`config.mk`:
```
export PLATFORM = sky130hd
export DESIGN_NAME = popcnt_seq_ctrl
export DESIGN_NICKNAME = d
export VERILOG_FILES = /design/src/rtl/popcnt_pkg.sv /design/src/rtl/popcnt_chunk.sv /design/src/rtl/popcnt_seq_ctrl.sv
export SDC_FILE = /design/constraint.sdc
export NUM_CORES = 1
export LEC_CHECK = 0
export ABC_AREA = 1
export BUFFER_PORTS_ARGS = -buffer_cell sky130_fd_sc_hd__buf_2
export CORE_ASPECT_RATIO = 0.8
export CORE_MARGIN = 5
export CORE_UTILIZATION = 56
export DETAILED_ROUTE_END_ITERATION = 16
export PLACE_DENSITY = 0.81
export SLEW_MARGIN = 0
export SYNTH_ARGS = -nofsm -noshare
export SYNTH_HDL_FRONTEND = slang
export SYNTH_SLANG_ARGS = --single-unit
```
`constraint.sdc`:
```
create_clock -name clk -period 3.1 [get_ports clk]
set_input_delay 0.62 -clock clk [delete_from_list [all_inputs] [get_ports clk]]
set_output_delay 0.62 -clock clk [all_outputs]
set_load 0.02 [all_outputs]
```
`src/rtl/popcnt_pkg.sv`:
```
// Shared types and helpers for the sequential population-count controller.
package popcnt_pkg;

    typedef enum logic [1:0] {
        IDLE = 2'd0,
        BUSY = 2'd1,
        DONE = 2'd2
    } popcnt_state_t;

    // Bits needed to hold a count of 0..w ones.
    function automatic int cnt_width(input int w);
        return $clog2(w + 1);
    endfunction

endpackage

```
`src/rtl/popcnt_chunk.sv`:
```
// Combinational popcount of one CHUNK-bit slice; the shared narrow datapath unit.
module popcnt_chunk #(
    parameter int CHUNK = 4
) (
    input  logic [CHUNK-1:0]            bits,
    output logic [$clog2(CHUNK+1)-1:0]  count
);

    localparam int CW = $clog2(CHUNK + 1);

    always_comb begin
        count = '0;
        for (int i = 0; i < CHUNK; i++) begin
            count = count + CW'(bits[i]);
        end
    end

endmodule

```
`src/rtl/popcnt_seq_ctrl.sv`:
```
// Multi-cycle popcount controller: accepts a word, counts it CHUNK bits per cycle
// through one shared popcnt_chunk, and returns count plus zero/one-hot flags.
module popcnt_seq_ctrl
    import popcnt_pkg::*;
#(
    parameter int WIDTH      = 32,
    parameter int CHUNK      = 4,
    parameter int EARLY_EXIT = 1,
    localparam int CNT_W     = cnt_width(WIDTH)
) (
    input  logic             clk,
    input  logic             rst,
    input  logic             flush,
    input  logic             in_valid,
    output logic             in_ready,
    input  logic [WIDTH-1:0] in_data,
    output logic             out_valid,
    input  logic             out_ready,
    output logic [CNT_W-1:0] out_count,
    output logic             out_zero,
    output logic             out_onehot,
    output logic             busy
);

    localparam int NCHUNK = WIDTH / CHUNK;
    localparam int IDX_W  = (NCHUNK > 1) ? $clog2(NCHUNK) : 1;
    localparam int PC_W   = $clog2(CHUNK + 1);

    generate
        if (CHUNK < 1 || CHUNK > WIDTH || (WIDTH % CHUNK) != 0) begin : g_bad_params
            $error("popcnt_seq_ctrl: WIDTH must be a positive multiple of CHUNK");
        end
    endgenerate

    popcnt_state_t    state, state_next;
    logic [WIDTH-1:0] shift_reg, remainder;
    logic [CNT_W-1:0] acc, acc_sum;
    logic [IDX_W-1:0] idx;
    logic [PC_W-1:0]  chunk_count;
    logic             last_chunk;
    logic             zero_q, onehot_q;

    popcnt_chunk #(.CHUNK(CHUNK)) u_chunk (
        .bits  (shift_reg[CHUNK-1:0]),
        .count (chunk_count)
    );

    // Handshakes: a transfer happens on a rising clk edge where valid && ready are
    // both high; a producer holds valid and its data stable until that edge.
    always_comb begin
        remainder  = shift_reg >> CHUNK;
        acc_sum    = acc + CNT_W'(chunk_count);
        last_chunk = (idx == IDX_W'(NCHUNK - 1)) ||
                     ((EARLY_EXIT != 0) && (remainder == '0));
        state_next = state;
        case (state)
            IDLE:    if (in_valid)   state_next = BUSY;
            BUSY:    if (last_chunk) state_next = DONE;
            DONE:    if (out_ready)  state_next = IDLE;
            default: state_next = IDLE;
        endcase
        if (flush) state_next = IDLE;
    end

    always_ff @(posedge clk or posedge rst) begin
        if (rst) begin
            state     <= IDLE;
            shift_reg <= '0;
            acc       <= '0;
            idx       <= '0;
            zero_q    <= 1'b0;
            onehot_q  <= 1'b0;
        end else begin
            state <= state_next;
            case (state)
                IDLE: if (state_next == BUSY) begin
                    shift_reg <= in_data;
                    acc       <= '0;
                    idx       <= '0;
                    zero_q    <= 1'b0;
                    onehot_q  <= 1'b0;
                end
                BUSY: if (!flush) begin
                    shift_reg <= remainder;
                    acc       <= acc_sum;
                    idx       <= idx + IDX_W'(1);
                    // Flags are decoded from the final sum so they are stable in DONE.
                    if (last_chunk) begin
                        zero_q   <= (acc_sum == '0);
                        onehot_q <= (acc_sum == CNT_W'(1));
                    end
                end
                default: ;
            endcase
        end
    end

    assign in_ready   = (state == IDLE);
    assign out_valid  = (state == DONE);
    assign busy       = (state != IDLE);
    assign out_count  = acc;
    assign out_zero   = zero_q;
    assign out_onehot = onehot_q;

endmodule

```
* Word level (Yosys, flattened, before mapping)
Cells that the tools add are included.
** Operators by class
- Add/sub/neg operators :: 5
- Equal/unequal tests :: 8
- Muxes and demuxes :: 21
- Reductions and logical operators :: 8
** Operators with widths (count)
- two-way mux 32 bit :: 2
- case mux 32 bit (2 select lines) :: 1
- logical NOT 32 bit :: 1
- two-way mux 6 bit :: 2
- case mux 6 bit (2 select lines) :: 1
- two-way mux 2 bit :: 4
- adder 3 x 1 -> 3 bit :: 2
- adder 6 x 3 -> 6 bit :: 1
- equality test 6 x 1 -> 1 bit (second input constant) :: 1
- logical NOT 6 bit :: 1
- two-way mux 3 bit :: 2
- case mux 2 bit (3 select lines) :: 1
- case mux 3 bit (2 select lines) :: 1
- two-way mux 1 bit :: 5
- equality test 2 x 1 -> 1 bit (second input constant) :: 2
- inequality test 2 bit (second input constant) :: 2
- case mux 1 bit (2 select lines) :: 2
- AND reduction 4 bit :: 1
- nonzero test 2 bit :: 2
- adder 3 x 1 -> 3 bit (second input constant) :: 1
- equality test 3 bit (second input constant) :: 1
- AND reduction 3 bit :: 1
- adder 1 x 1 -> 2 bit :: 1
- equality test 2 bit (second input constant) :: 1
- other kinds (3) :: 3
** Word-level totals
- Register bits after elaboration :: 45
- Bits of input ports :: 37
- Logic and storage cells :: 48

* Depth between registers and ports, before layout
Gate-level depths: netlist of run 1.
- Depth in word-level cells :: 8
- Mapped depth :: 16

* Modules after synthesis
A second synthesis of run 1 with hierarchy kept.
** Second synthesis, totals
- Cells, all modules :: 304
- Area total of the unflattened synthesis :: 2575.0 sq um
** Modules (own cells, without submodules)
- popcnt_seq_ctrl :: times used 1, cells each 296, area each 2511.2 sq um
- popcnt_chunk :: times used 1, cells each 8, area each 63.8 sq um

* Worst setup path before layout of run 1
OpenSTA, ideal clock, no wires.
- Path kind :: register -> register
- From :: reg shift_reg[0]
- To :: reg onehot_q, in the netlist out_onehot
- Setup time :: 65 ps
- Arrival :: 2380 ps
- Data required time :: 3035 ps
- Slack :: 656 ps
- Cell stages (with the launch flop) :: 16
- Path buffers :: 0
- Clock period less this slack :: 2444 ps
- Cells stage by stage :: dfrtp_1 -> ha_1 -> inv_1 -> fa_1 -> inv_1 -> ha_1 -> fa_1 -> nand2_1 -> nand2_1 -> nor2_1 -> nand3_1 -> nor2_1 -> nand2_1 -> nor2_1 -> nand3_1 -> nand2_1
** Between the ends
- Cells in the longest elaborated chain, start to end :: 8
** Ends and longest elaborated chain
- from (decl) :: RTL line popcnt_seq_ctrl.sv:36 : logic [WIDTH-1:0] shift_reg, remainder;
- from (signal assigned) :: RTL line popcnt_seq_ctrl.sv:77 : shift_reg <= in_data;
- from (signal assigned) :: RTL line popcnt_seq_ctrl.sv:84 : shift_reg <= remainder;
- adder 1 x 1 -> 2 bit :: RTL line popcnt_chunk.sv:14 : count = count + CW'(bits[i]);
- adder 3 x 1 -> 3 bit (2 in a row) :: RTL line popcnt_chunk.sv:14
- adder 6 x 3 -> 6 bit :: RTL line popcnt_seq_ctrl.sv:52 : acc_sum = acc + CNT_W'(chunk_count);
- equality test 6 x 1 -> 1 bit :: RTL line popcnt_seq_ctrl.sv:90 : onehot_q <= (acc_sum == CNT_W'(1));
- two-way mux 1 bit :: RTL line popcnt_seq_ctrl.sv:88 : if (last_chunk) begin
- two-way mux 1 bit :: RTL line popcnt_seq_ctrl.sv:83 : BUSY: if (!flush) begin
- case mux 1 bit (2 select lines) :: RTL line popcnt_seq_ctrl.sv:75 : case (state)
- to (signal assigned) :: RTL line popcnt_seq_ctrl.sv:90
- to (decl) :: RTL line popcnt_seq_ctrl.sv:41 : logic zero_q, onehot_q;
No other way between the ends. The select of a mux whose other input is x is not followed.
A chain may end at the register's enable or synchronous reset.

* Worst setup path in the final report of run 1
- From :: reg shift_reg[1]
- To :: reg zero_q, in the netlist out_zero
** Between the ends
- Cells in the longest elaborated chain, start to end :: 8
** Ends and longest elaborated chain
- adder 1 x 1 -> 2 bit :: RTL line popcnt_chunk.sv:14
- adder 3 x 1 -> 3 bit (2 in a row) :: RTL line popcnt_chunk.sv:14
- adder 6 x 3 -> 6 bit :: RTL line popcnt_seq_ctrl.sv:52
- logical NOT 6 bit :: RTL line popcnt_seq_ctrl.sv:89 : zero_q <= (acc_sum == '0);
- two-way mux 1 bit :: RTL line popcnt_seq_ctrl.sv:88
- two-way mux 1 bit :: RTL line popcnt_seq_ctrl.sv:83
- case mux 1 bit (2 select lines) :: RTL line popcnt_seq_ctrl.sv:75
- to (signal assigned) :: RTL line popcnt_seq_ctrl.sv:89
- to (decl) :: RTL line popcnt_seq_ctrl.sv:41
No other way between the ends. The select of a mux whose other input is x is not followed.

==> results of run 1 <==
==> tightest hold or removal path, stage by stage <==
cell,delay (ns)
buf_2,0.09
inv_1,0.04
buf_4,0.46
==> how the worst min path moves through the flow <==
stage | depth (start not counted) | slack (ns) | from | end
after floorplan | 2 | 0.45 | idx[1]$_DFFE_PP0P_ | idx[1]$_DFFE_PP0P_
after global placement | 2 | 0.47 | out_onehot$_DFFE_PP0P_ | out_onehot$_DFFE_PP0P_
after detailed placement | 2 | 0.47 | idx[1]$_DFFE_PP0P_ | idx[1]$_DFFE_PP0P_
after CTS | 3 | 0.47 | rst | shift_reg[5]$_DFFE_PP0P_
after global routing | 2 | 0.48 | out_ready | state[1]$_DFF_PP0_
final | 3 | 0.45 | rst | shift_reg[15]$_DFFE_PP0P_
==> per-stage QoR <==
| stage | total power (W) | instance area, um^2 |
|---|---|---|
| 6_report | 0.001815 | 2972 |
| 5_1_grt | 0.001948 | 2972 |
| 4_1_cts | 0.001827 | 2972 |
| 3_5_place_dp | 0.001424 | 2870 |
| 3_3_place_gp | 0.001402 | 2870 |
| 2_1_floorplan | 0.001273 | 2621 |
==> area by class of cell <==
cell class,count,share of cell area (%)
clock buffers,7,3.242
clock inverters,1,0.1684
inverters,47,5.937
multi-input cells,194,41.14
flip-flops and latches,45,37.89
well taps,60,2.526
repair buffers,50,9.095
==> cell families after synthesis <==
group | synth area share (%)
AOI/OAI and AO/OA | 22.53
adders and majority gates | 4.869
DFF | 42.96
and+or+nand+nor | 18.95
buffers and inverters | 10.69
==> per-layer routing <==
layer | GRT usage [%] | wire, um
met3 | 5.704 | 340
met4 | 4.325 | 59
met2 | 26.74 | 2415
met1 | 27.93 | 2532
met5 | 0 | 0
==> layout by cell type, fill, tap and decap left out <==
cell / Yosys / final
nor2_4: 1 / 1
o21ai_2: 21 / 20
fa_1: 2 / 2
ha_1: 7 / 7
buf_4: 2 / 2
dfrtp_1: 45 / 45
buf_12: 0 / 1
clkbuf_8: 0 / 7
or2_2: 1 / 1
buf_2: 8 / 47
inv_1: 44 / 44
o41ai_1: 1 / 1
a21oi_1: 1 / 1
o21a_1: 1 / 1
clkinv_2: 0 / 1
o21ai_1: 15 / 15
nand2_1: 72 / 72
o21ai_4: 0 / 1
nand4_1: 8 / 8
o211ai_1: 6 / 6
o21ai_0: 3 / 3
nand3_1: 22 / 22
nor2_1: 13 / 13
inv_2: 3 / 3
o211ai_2: 20 / 20
==> power breakdown <==
group          internal, W  switching (W)  total (W)
clock             0.000202       0.000198   0.000400
sequential        0.000712      0.0000535   0.000766
combinational     0.000240       0.000409   0.000649
==> flow_summary_export.csv, run 1 <==
group,metric,value,unit
floorplanning,die_w,86.49,um
cells_and_area,fillers,403,
clock_network,cts_max_level,2,
global_route,gr-total-overflow,0,
critical_path,cp_slowest_cell,"fa_1",
cells_and_area,stdcell_count,404,
pwr,power.density,610.7,nW/um^2
logic_synthesis,syn-num-nets,347,
global_route,grt_util_all_layers,18.75,%
logic_synthesis,synthFlopType,"dfrtp_1",
pwr,peakVddDrop,0.3584,mV
job,max_cap_viol_count,0,
drt,detail-route-antenna-nets,0,
sta,fmax,372.7,MHz
global_route,grt_max_degree,66,
clock_network,cts_hold_buffers,0,
drt,num_vias,2099,
logic_synthesis,synth_area,2621,um^2
critical_path,reg2reg_slack,0.42,ns
sta,hold_violations,0,
place,port_buffers,47,
global_route,antenna_found_initial,0,
sta,slew_headroom,29.54,%
sta,whs,0.4522,ns
logic_synthesis,syn_inst,301,
status,status,"complete, no violations",
global_route,grt_pass1_vias,1922,
logic_synthesis,yosys.area.top_type_share,42.96,%
logic_synthesis,synth_edf_count,0,
pwr,p_leak,1.489,nW
drt,first_pass_iters,4,
cells_and_area,syn_to_final_growth,13.37,%
critical_path,path_depth,15,
sta,slew_viol_final,0,
floorplanning,die_y,71.20,um
place,hpwl,3720,um
critical_path,crit_chain,"ha_1 -> inv_1 -> fa_1 -> inv_1 -> ha_1 -> fa_1 -> nand2_1 -> nand2_1 -> nor2_1 -> nand3_1 -> nor2_1 -> nand2_1 -> nor2_1 -> nand3_1 -> nand2_1",
logic_synthesis,synth.avg_cell_area,8.709,um^2
cells_and_area,final_core_util,65.03,%
floorplanning,die-area,6158,um^2
clock_network,root_buffer,"clkbuf_8",
logic_synthesis,ys_types,23,
critical_path,rr_startpoint,"shift_reg[1]$_DFFE_PP0P_",
global_route,grt_pass1_wl,9066,um
cells_and_area,multi_input_area,1222,um^2
place,place_ws,0.4867,ns
logic_synthesis,yosysMostFrequentCell,"nand2_1",
clock_network,clock_latency,0.30,ns
cells_and_area,drive_gt1_share,30.23,%
logic_synthesis,synth.top_cells.by_area,"dfrtp_1 (43%), nand2_1 (10%), o211ai_2 (9.5%)",
critical_path,worstSetupStartpointType,"flip-flop",
sta,worst_slew_pin_slew,1.053,ns
drt,drc,0,
logic_synthesis,synth_area_leader_cell,"dfrtp_1",
critical_path,crit_arrival,2.92,ns
critical_path,path_buf_inv,2,
floorplanning,coreArea,4569,um^2
clock_network,cts_tree,"done",
sta,post-route-period-util,86.55,%
critical_path,startpoint,"shift_reg[1]$_DFFE_PP0P_",
critical_path,max_stage_delay,0.48,ns
drt,initialDrtViolationCount,157,
cells_and_area,seq_area,1126,um^2
clock_network,clk_pin_slew,0.08,ns
cells_and_area,largest_register_ffs,32,
critical_path,cp-end-kind,"flip-flop",
critical_path,cp_max_fo,4,
sta,post-route-min-period,2.683,ns
logic_synthesis,synth_seq_cells,45,
clock_network,cts_num_sinks,45,
sta,fin_tns_setup,0,ns
clock_network,clockBufferDepth,2,
floorplanning,num_rows,22,
logic_synthesis,yosysSeqAreaShare,42.96,%
drt,drt_wl_total,5348,um
sta,grt_setup_unrepaired,"no",
cells_and_area,nets,389,
cells_and_area,n_antenna_cell,0,
logic_synthesis,async_flop_share,100.0,%
clock_network,cts-resized-gates,0,
critical_path,ff2ff_path_depth,15,
critical_path,path_delay_family,"adder cells",
critical_path,critPathKind,"reg -> reg",
worst_hold_path,min_path_type,"in -> async",
drt,wl_per_cell,13.24,um
floorplanning,initial_core_util,57.37,%
clock_network,numCtsBuffers,5,
critical_path,crit_top_cell,"nand2_1",
critical_path,crit_required,3.34,ns
drt,routed_via_density,5.196,
clock_network,postCtsSetupBuffers,0,
place,place_inst,396,
sta,fin_ws,0.4168,ns
floorplanning,ios,48,
logic_synthesis,synthTopCellsByCount,"nand2_1 (72), dfrtp_1 (45), inv_1 (44)",
sta,finalSetupViolCount,0,
logic_synthesis,yosysWarnings,0,
critical_path,crit_end,"out_zero$_DFFE_PP0P_",
place,finalWeightedCongestion,0.8953,
critical_path,crit-reg2reg-capture,"out_zero$_DFFE_PP0P_",
sta,finClkSkew,0.004843,ns
Note: power is estimated with default switching activity, not from simulation.
==> run 2, diff against run 1 <==
--- a/config.mk
+++ b/config.mk
@@ -12,6 +12,7 @@
 export CORE_UTILIZATION = 56
 export DETAILED_ROUTE_END_ITERATION = 16
 export PLACE_DENSITY = 0.81
+export REMOVE_ABC_BUFFERS = 1
 export SLEW_MARGIN = 0
 export SYNTH_ARGS = -nofsm -noshare
 export SYNTH_HDL_FRONTEND = slang
==> flow_summary_export.csv, run 2 (synthesis gave the netlist of run 1 again) <==
group,metric,value,unit
drt,routed_via_density,5.301,
cells_and_area,final_common_cell,"nand2_1",
clock_network,cts_tree,"done",
sta,slew_headroom,24.36,%
drt,initialDrtViolationCount,111,
cells_and_area,final_cell_mix,"nand2_1 (72), buf_2 (47), dfrtp_1 (45)",
clock_network,root_buffer,"clkbuf_8",
floorplanning,ios,48,
status,status,"complete, no violations",
global_route,grt_max_degree,66,
critical_path,cp-end-kind,"flip-flop",
cells_and_area,n_antenna_cell,0,
pwr,power.density,600.2,nW/um^2
critical_path,cp_slowest_cell,"fa_1",
cells_and_area,final_core_util,64.51,%
critical_path,critPathKind,"reg -> reg",
drt,num_vias,2147,
sta,fin_ws,0.4407,ns
drt,drt_wl_total,5377,um
critical_path,crit_required,3.35,ns
place,hpwl,3901,um
worst_hold_path,min_path_type,"in -> async",
clock_network,cts-resized-gates,0,
critical_path,max_stage_delay,0.48,ns
cells_and_area,seq_area,1126,um^2
critical_path,crit-reg2reg-capture,"out_onehot$_DFFE_PP0P_",
clock_network,clk_pin_slew,0.08,ns
place,place_ws,0.4633,ns
floorplanning,die_y,71.20,um
sta,fmax,376.0,MHz
critical_path,rr_startpoint,"shift_reg[1]$_DFFE_PP0P_",
cells_and_area,drive_gt1_share,30.14,%
critical_path,crit_top_cell,"nand2_1",
global_route,grt_pass1_vias,2126,
drt,first_pass_iters,5,
pwr,p_leak,1.481,nW
critical_path,ff2ff_path_depth,15,
global_route,grt_util_all_layers,19.11,%
cells_and_area,nets,390,
global_route,antenna_found_initial,0,
sta,hold_violations,0,
global_route,grt_pass1_wl,9384,um
critical_path,cp_max_fo,4,
cells_and_area,syn_to_final_growth,12.46,%
drt,detail-route-antenna-nets,0,
sta,post-route-period-util,85.79,%
pwr,fin_total_pwr,0.001769,W
sta,grt_setup_unrepaired,"no",
floorplanning,coreArea,4569,um^2
clock_network,clock_latency,0.30,ns
floorplanning,initial_core_util,57.37,%
clock_network,cts_max_level,2,
place,finalWeightedCongestion,0.8204,
floorplanning,die-area,6158,um^2
floorplanning,num_rows,22,
critical_path,worstSetupStartpointType,"flip-flop",
pwr,peakVddDrop,0.3460,mV
global_route,gr-total-overflow,0,
clock_network,numCtsBuffers,5,
sta,finClkSkew,0.004864,ns
cells_and_area,largest_register_ffs,32,
critical_path,crit_chain,"ha_1 -> inv_1 -> fa_1 -> inv_1 -> ha_1 -> fa_1 -> nand2_1 -> nand2_1 -> nand3_1 -> nand3_1 -> nor2_1 -> nand2_1 -> nor2_1 -> nand3_1 -> nand2_1",
clock_network,cts_num_sinks,45,
sta,worst_slew_pin_slew,1.130,ns
sta,slew_viol_final,0,
sta,post-route-min-period,2.659,ns
place,port_buffers,47,
floorplanning,die_w,86.49,um
cells_and_area,fillers,401,
cells_and_area,multi_input_area,1222,um^2
clock_network,clockBufferDepth,2,
job,max_cap_viol_count,0,
drt,drc,0,
critical_path,reg2reg_slack,0.44,ns
clock_network,cts_hold_buffers,0,
sta,finalSetupViolCount,0,
clock_network,postCtsSetupBuffers,0,
drt,wl_per_cell,13.28,um
critical_path,crit_arrival,2.91,ns
==> run 2: through the flow <==
stage,instances,cell area [um^2],hold slack (ns),setup TNS [ns]
3_3_place_gp,397,2865,0.4683,0
3_5_place_dp,397,2865,0.4673,0
4_1_cts,405,2948,0.4731,0
2_1_floorplan,286,2517,0.4531,-43.71
6_report,405,2948,0.4533,0
5_1_grt,405,2948,0.4874,0
==> run 2: report_power, final <==
group / switching (W) / leakage [nW] / internal, W
registers: 0.0000530 / 0.569 / 0.000712
clock network: 0.000202 / 0.0450 / 0.000157
logic: 0.000406 / 0.866 / 0.000239
==> run 2: cell type report <==
class / instances / share of cell area [%]
clock inverter: 2 / 0.3396
sequential: 45 / 38.20
multi-input combinational: 194 / 41.47
clock buffer: 6 / 2.462
inverter: 47 / 5.985
timing repair buffer: 51 / 8.998
tap: 60 / 2.547
==> run 2: worst max-delay path, delay by kind of cell (launching register included) <==
family,cells,cell delay (ns)
flip-flops,1,0.39
buffers and inverters,2,0.10
adder cells (fa/ha/maj),4,1.41
AND/OR/NAND/NOR,9,0.71
==> run 2: routing by layer <==
metal  track usage [%]  vias up  wire, um
met1             25.35      997      2452
met2             30.56       53      2538
met3             4.191        9       296
met5                 0        -         0
li1                  -     1088         -
met4             7.266        0        91
==> run 2: worst max path at each step <==
stage	start	to
6_report	shift_reg[1]$_DFFE_PP0P_	out_onehot$_DFFE_PP0P_
5_1_grt	shift_reg[1]$_DFFE_PP0P_	out_zero$_DFFE_PP0P_
4_1_cts	shift_reg[0]$_DFFE_PP0P_	out_zero$_DFFE_PP0P_
3_5_place_dp	shift_reg[0]$_DFFE_PP0P_	out_onehot$_DFFE_PP0P_
2_1_floorplan	state[1]$_DFF_PP0_	out_count[0]$_DFFE_PP0P_
3_3_place_gp	shift_reg[0]$_DFFE_PP0P_	out_onehot$_DFFE_PP0P_
==> run 3, diff against run 2 <==
--- a/config.mk
+++ b/config.mk
@@ -9,9 +9,10 @@
 export BUFFER_PORTS_ARGS = -buffer_cell sky130_fd_sc_hd__buf_2
 export CORE_ASPECT_RATIO = 0.8
 export CORE_MARGIN = 5
-export CORE_UTILIZATION = 56
+export CORE_UTILIZATION = 33
 export DETAILED_ROUTE_END_ITERATION = 16
-export PLACE_DENSITY = 0.81
+export GPL_TIMING_DRIVEN = 0
+export PLACE_DENSITY = 0.53
 export REMOVE_ABC_BUFFERS = 1
 export SLEW_MARGIN = 0
 export SYNTH_ARGS = -nofsm -noshare
==> flow_summary_export.csv, run 3 (synthesis gave the netlist of run 1 again) <==
group,metric,value,unit
critical_path,crit_arrival,2.93,ns
sta,grt_setup_unrepaired,"no",
clock_network,cts_max_level,2,
sta,worst_slew_pin_slew,0.9285,ns
critical_path,cp-end-kind,"flip-flop",
critical_path,path_delay_family,"buffers and inverters",
cells_and_area,fin_area,3127,um^2
clock_network,cts_hold_buffers,0,
global_route,grt_pass1_wl,9584,um
global_route,antenna_found_initial,0,
clock_network,root_buffer,"clkbuf_8",
global_route,grt_pass1_vias,1999,
drt,routed_via_density,4.637,
drt,first_pass_iters,4,
sta,post-route-min-period,2.695,ns
floorplanning,ios,48,
clock_network,clockBufferDepth,2,
critical_path,max_stage_delay,0.70,ns
status,status,"complete, no violations",
critical_path,cp_slowest_cell,"nor2_4",
pwr,power.switching,0.0006650,W
cells_and_area,n_antenna_cell,0,
floorplanning,coreArea,7838,um^2
drt,drt_wl_total,5728,um
sta,post-route-period-util,86.95,%
drt,drc,0,
critical_path,path_buf_inv,5,
drt,num_vias,2105,
cells_and_area,multi_input_area,1222,um^2
cells_and_area,syn_to_final_growth,19.28,%
sta,slew_headroom,37.96,%
cells_and_area,fillers,842,
global_route,grt_util_all_layers,12.22,%
floorplanning,die-area,9837,um^2
cells_and_area,nets,391,
place,dpl_cell_area,3010,um^2
worst_hold_path,min_path_type,"in -> async",
cells_and_area,seq_area,1126,um^2
drt,wl_per_cell,12.62,um
pwr,p_clk_share,24.8,%
pwr,power_frac_seq,40.3,%
place,hpwl,4284,um
pwr,sw_frac_of_total,35.12,%
place,place_ws,0.4051,ns
clock_network,postCtsSetupBuffers,0,
critical_path,crit_chain,"inv_2 -> nor2_4 -> inv_2 -> o21ai_4 -> buf_12 -> buf_16 -> buf_16 -> o211ai_2 -> o21ai_2",
critical_path,crit_required,3.34,ns
place,finalWeightedCongestion,0.8565,
pwr,fin_total_pwr,0.001894,W
cells_and_area,largest_register_ffs,32,
clock_network,cts-resized-gates,0,
critical_path,worstSetupStartpointType,"flip-flop",
global_route,grt_max_degree,37,
floorplanning,die_y,89.72,um
floorplanning,die_w,109.6,um
sta,whs,0.2619,ns
clock_network,clock_latency,0.30,ns
pwr,p_leak,1.524,nW
cells_and_area,final_common_cell,"nand2_1",
sta,finalSetupViolCount,0,
drt,initialDrtViolationCount,94,
sta,slew_viol_final,0,
pwr,power.density,605.6,nW/um^2
pwr,p_int,0.001229,W
sta,fmax,371.0,MHz
floorplanning,initial_core_util,33.45,%
clock_network,cts_num_sinks,45,
sta,fin_tns_setup,0,ns
job,max_cap_viol_count,0,
cells_and_area,final_cell_mix,"nand2_1 (72), buf_2 (47), dfrtp_1 (45)",
floorplanning,num_rows,29,
place,port_buffers,47,
sta,fin_ws,0.4046,ns
critical_path,critPathKind,"reg -> reg",
drt,detail-route-antenna-nets,0,
sta,hold_violations,0,
critical_path,cp_max_fo,36,
clock_network,clk_pin_slew,0.09,ns
clock_network,cts_tree,"done",
global_route,gr-total-overflow,0,
pwr,peakVddDrop,0.2007,mV
pwr,combPwrFrac,34.9,%
clock_network,numCtsBuffers,5,
cells_and_area,drive_gt1_share,30.64,%
sta,finClkSkew,0.006654,ns
## run 3: cell types whose count changed in the layout (fill, tap and decap cells not counted), sizes merged
cell / change
clkbuf: +1
buf: +1
clkinv: -2
bufinv: +1
## run 3: layout make-up
cell class | count | area share [%]
Multi-Input combinational cell | 194 | 39.10
Sequential cell | 45 | 36.01
Timing Repair Buffer | 52 | 11.20
Inverter | 47 | 5.642
Tap cell | 108 | 4.322
Clock buffer | 7 | 2.761
Clock inverter | 1 | 0.9604
## run 3: power by group through the flow
stage / registers [W] / logic (W) / clock network (W)
3_3_place_gp: 0.000774 / 0.000640 / 0
6_report: 0.000763 / 0.000661 / 0.000470
2_1_floorplan: 0.000795 / 0.000462 / 0
3_5_place_dp: 0.000776 / 0.000671 / 0
5_1_grt: 0.000779 / 0.000763 / 0.000513
4_1_cts: 0.000764 / 0.000675 / 0.000482
## run 3: path summary, 6_finish.rpt
path | slack (ns) | start | depth (start not counted) | end
worst max-delay path | 0.40 | state[0]$_DFF_PP0_ | 9 | shift_reg[9]$_DFFE_PP0P_
worst min-delay path | 0.26 | rst | 2 | shift_reg[21]$_DFFE_PP0P_
worst max register to register | 0.40 | state[0]$_DFF_PP0_ | 9 | shift_reg[9]$_DFFE_PP0P_
worst min register to register | 0.48 | out_zero$_DFFE_PP0P_ | 2 | out_zero$_DFFE_PP0P_
max in group asynchronous | 2.35 | rst | 3 | out_count[1]$_DFFE_PP0P_
min in group clk | 0.48 | out_zero$_DFFE_PP0P_ | 2 | out_zero$_DFFE_PP0P_
## run 3: through the flow
stage	cells	utilization, %
finish	454	39.89
global route	454	39.89
CTS	454	39.89
detailed placement	446	38.41
global placement	441	36.85
floorplan	286	-
## run 3: layer usage
layer	global-route usage (%)	share of wire [%]
met5	0	0
met3	3.223	4.6
met2	17.33	44
met1	18.17	51
met4	3.427	0.96
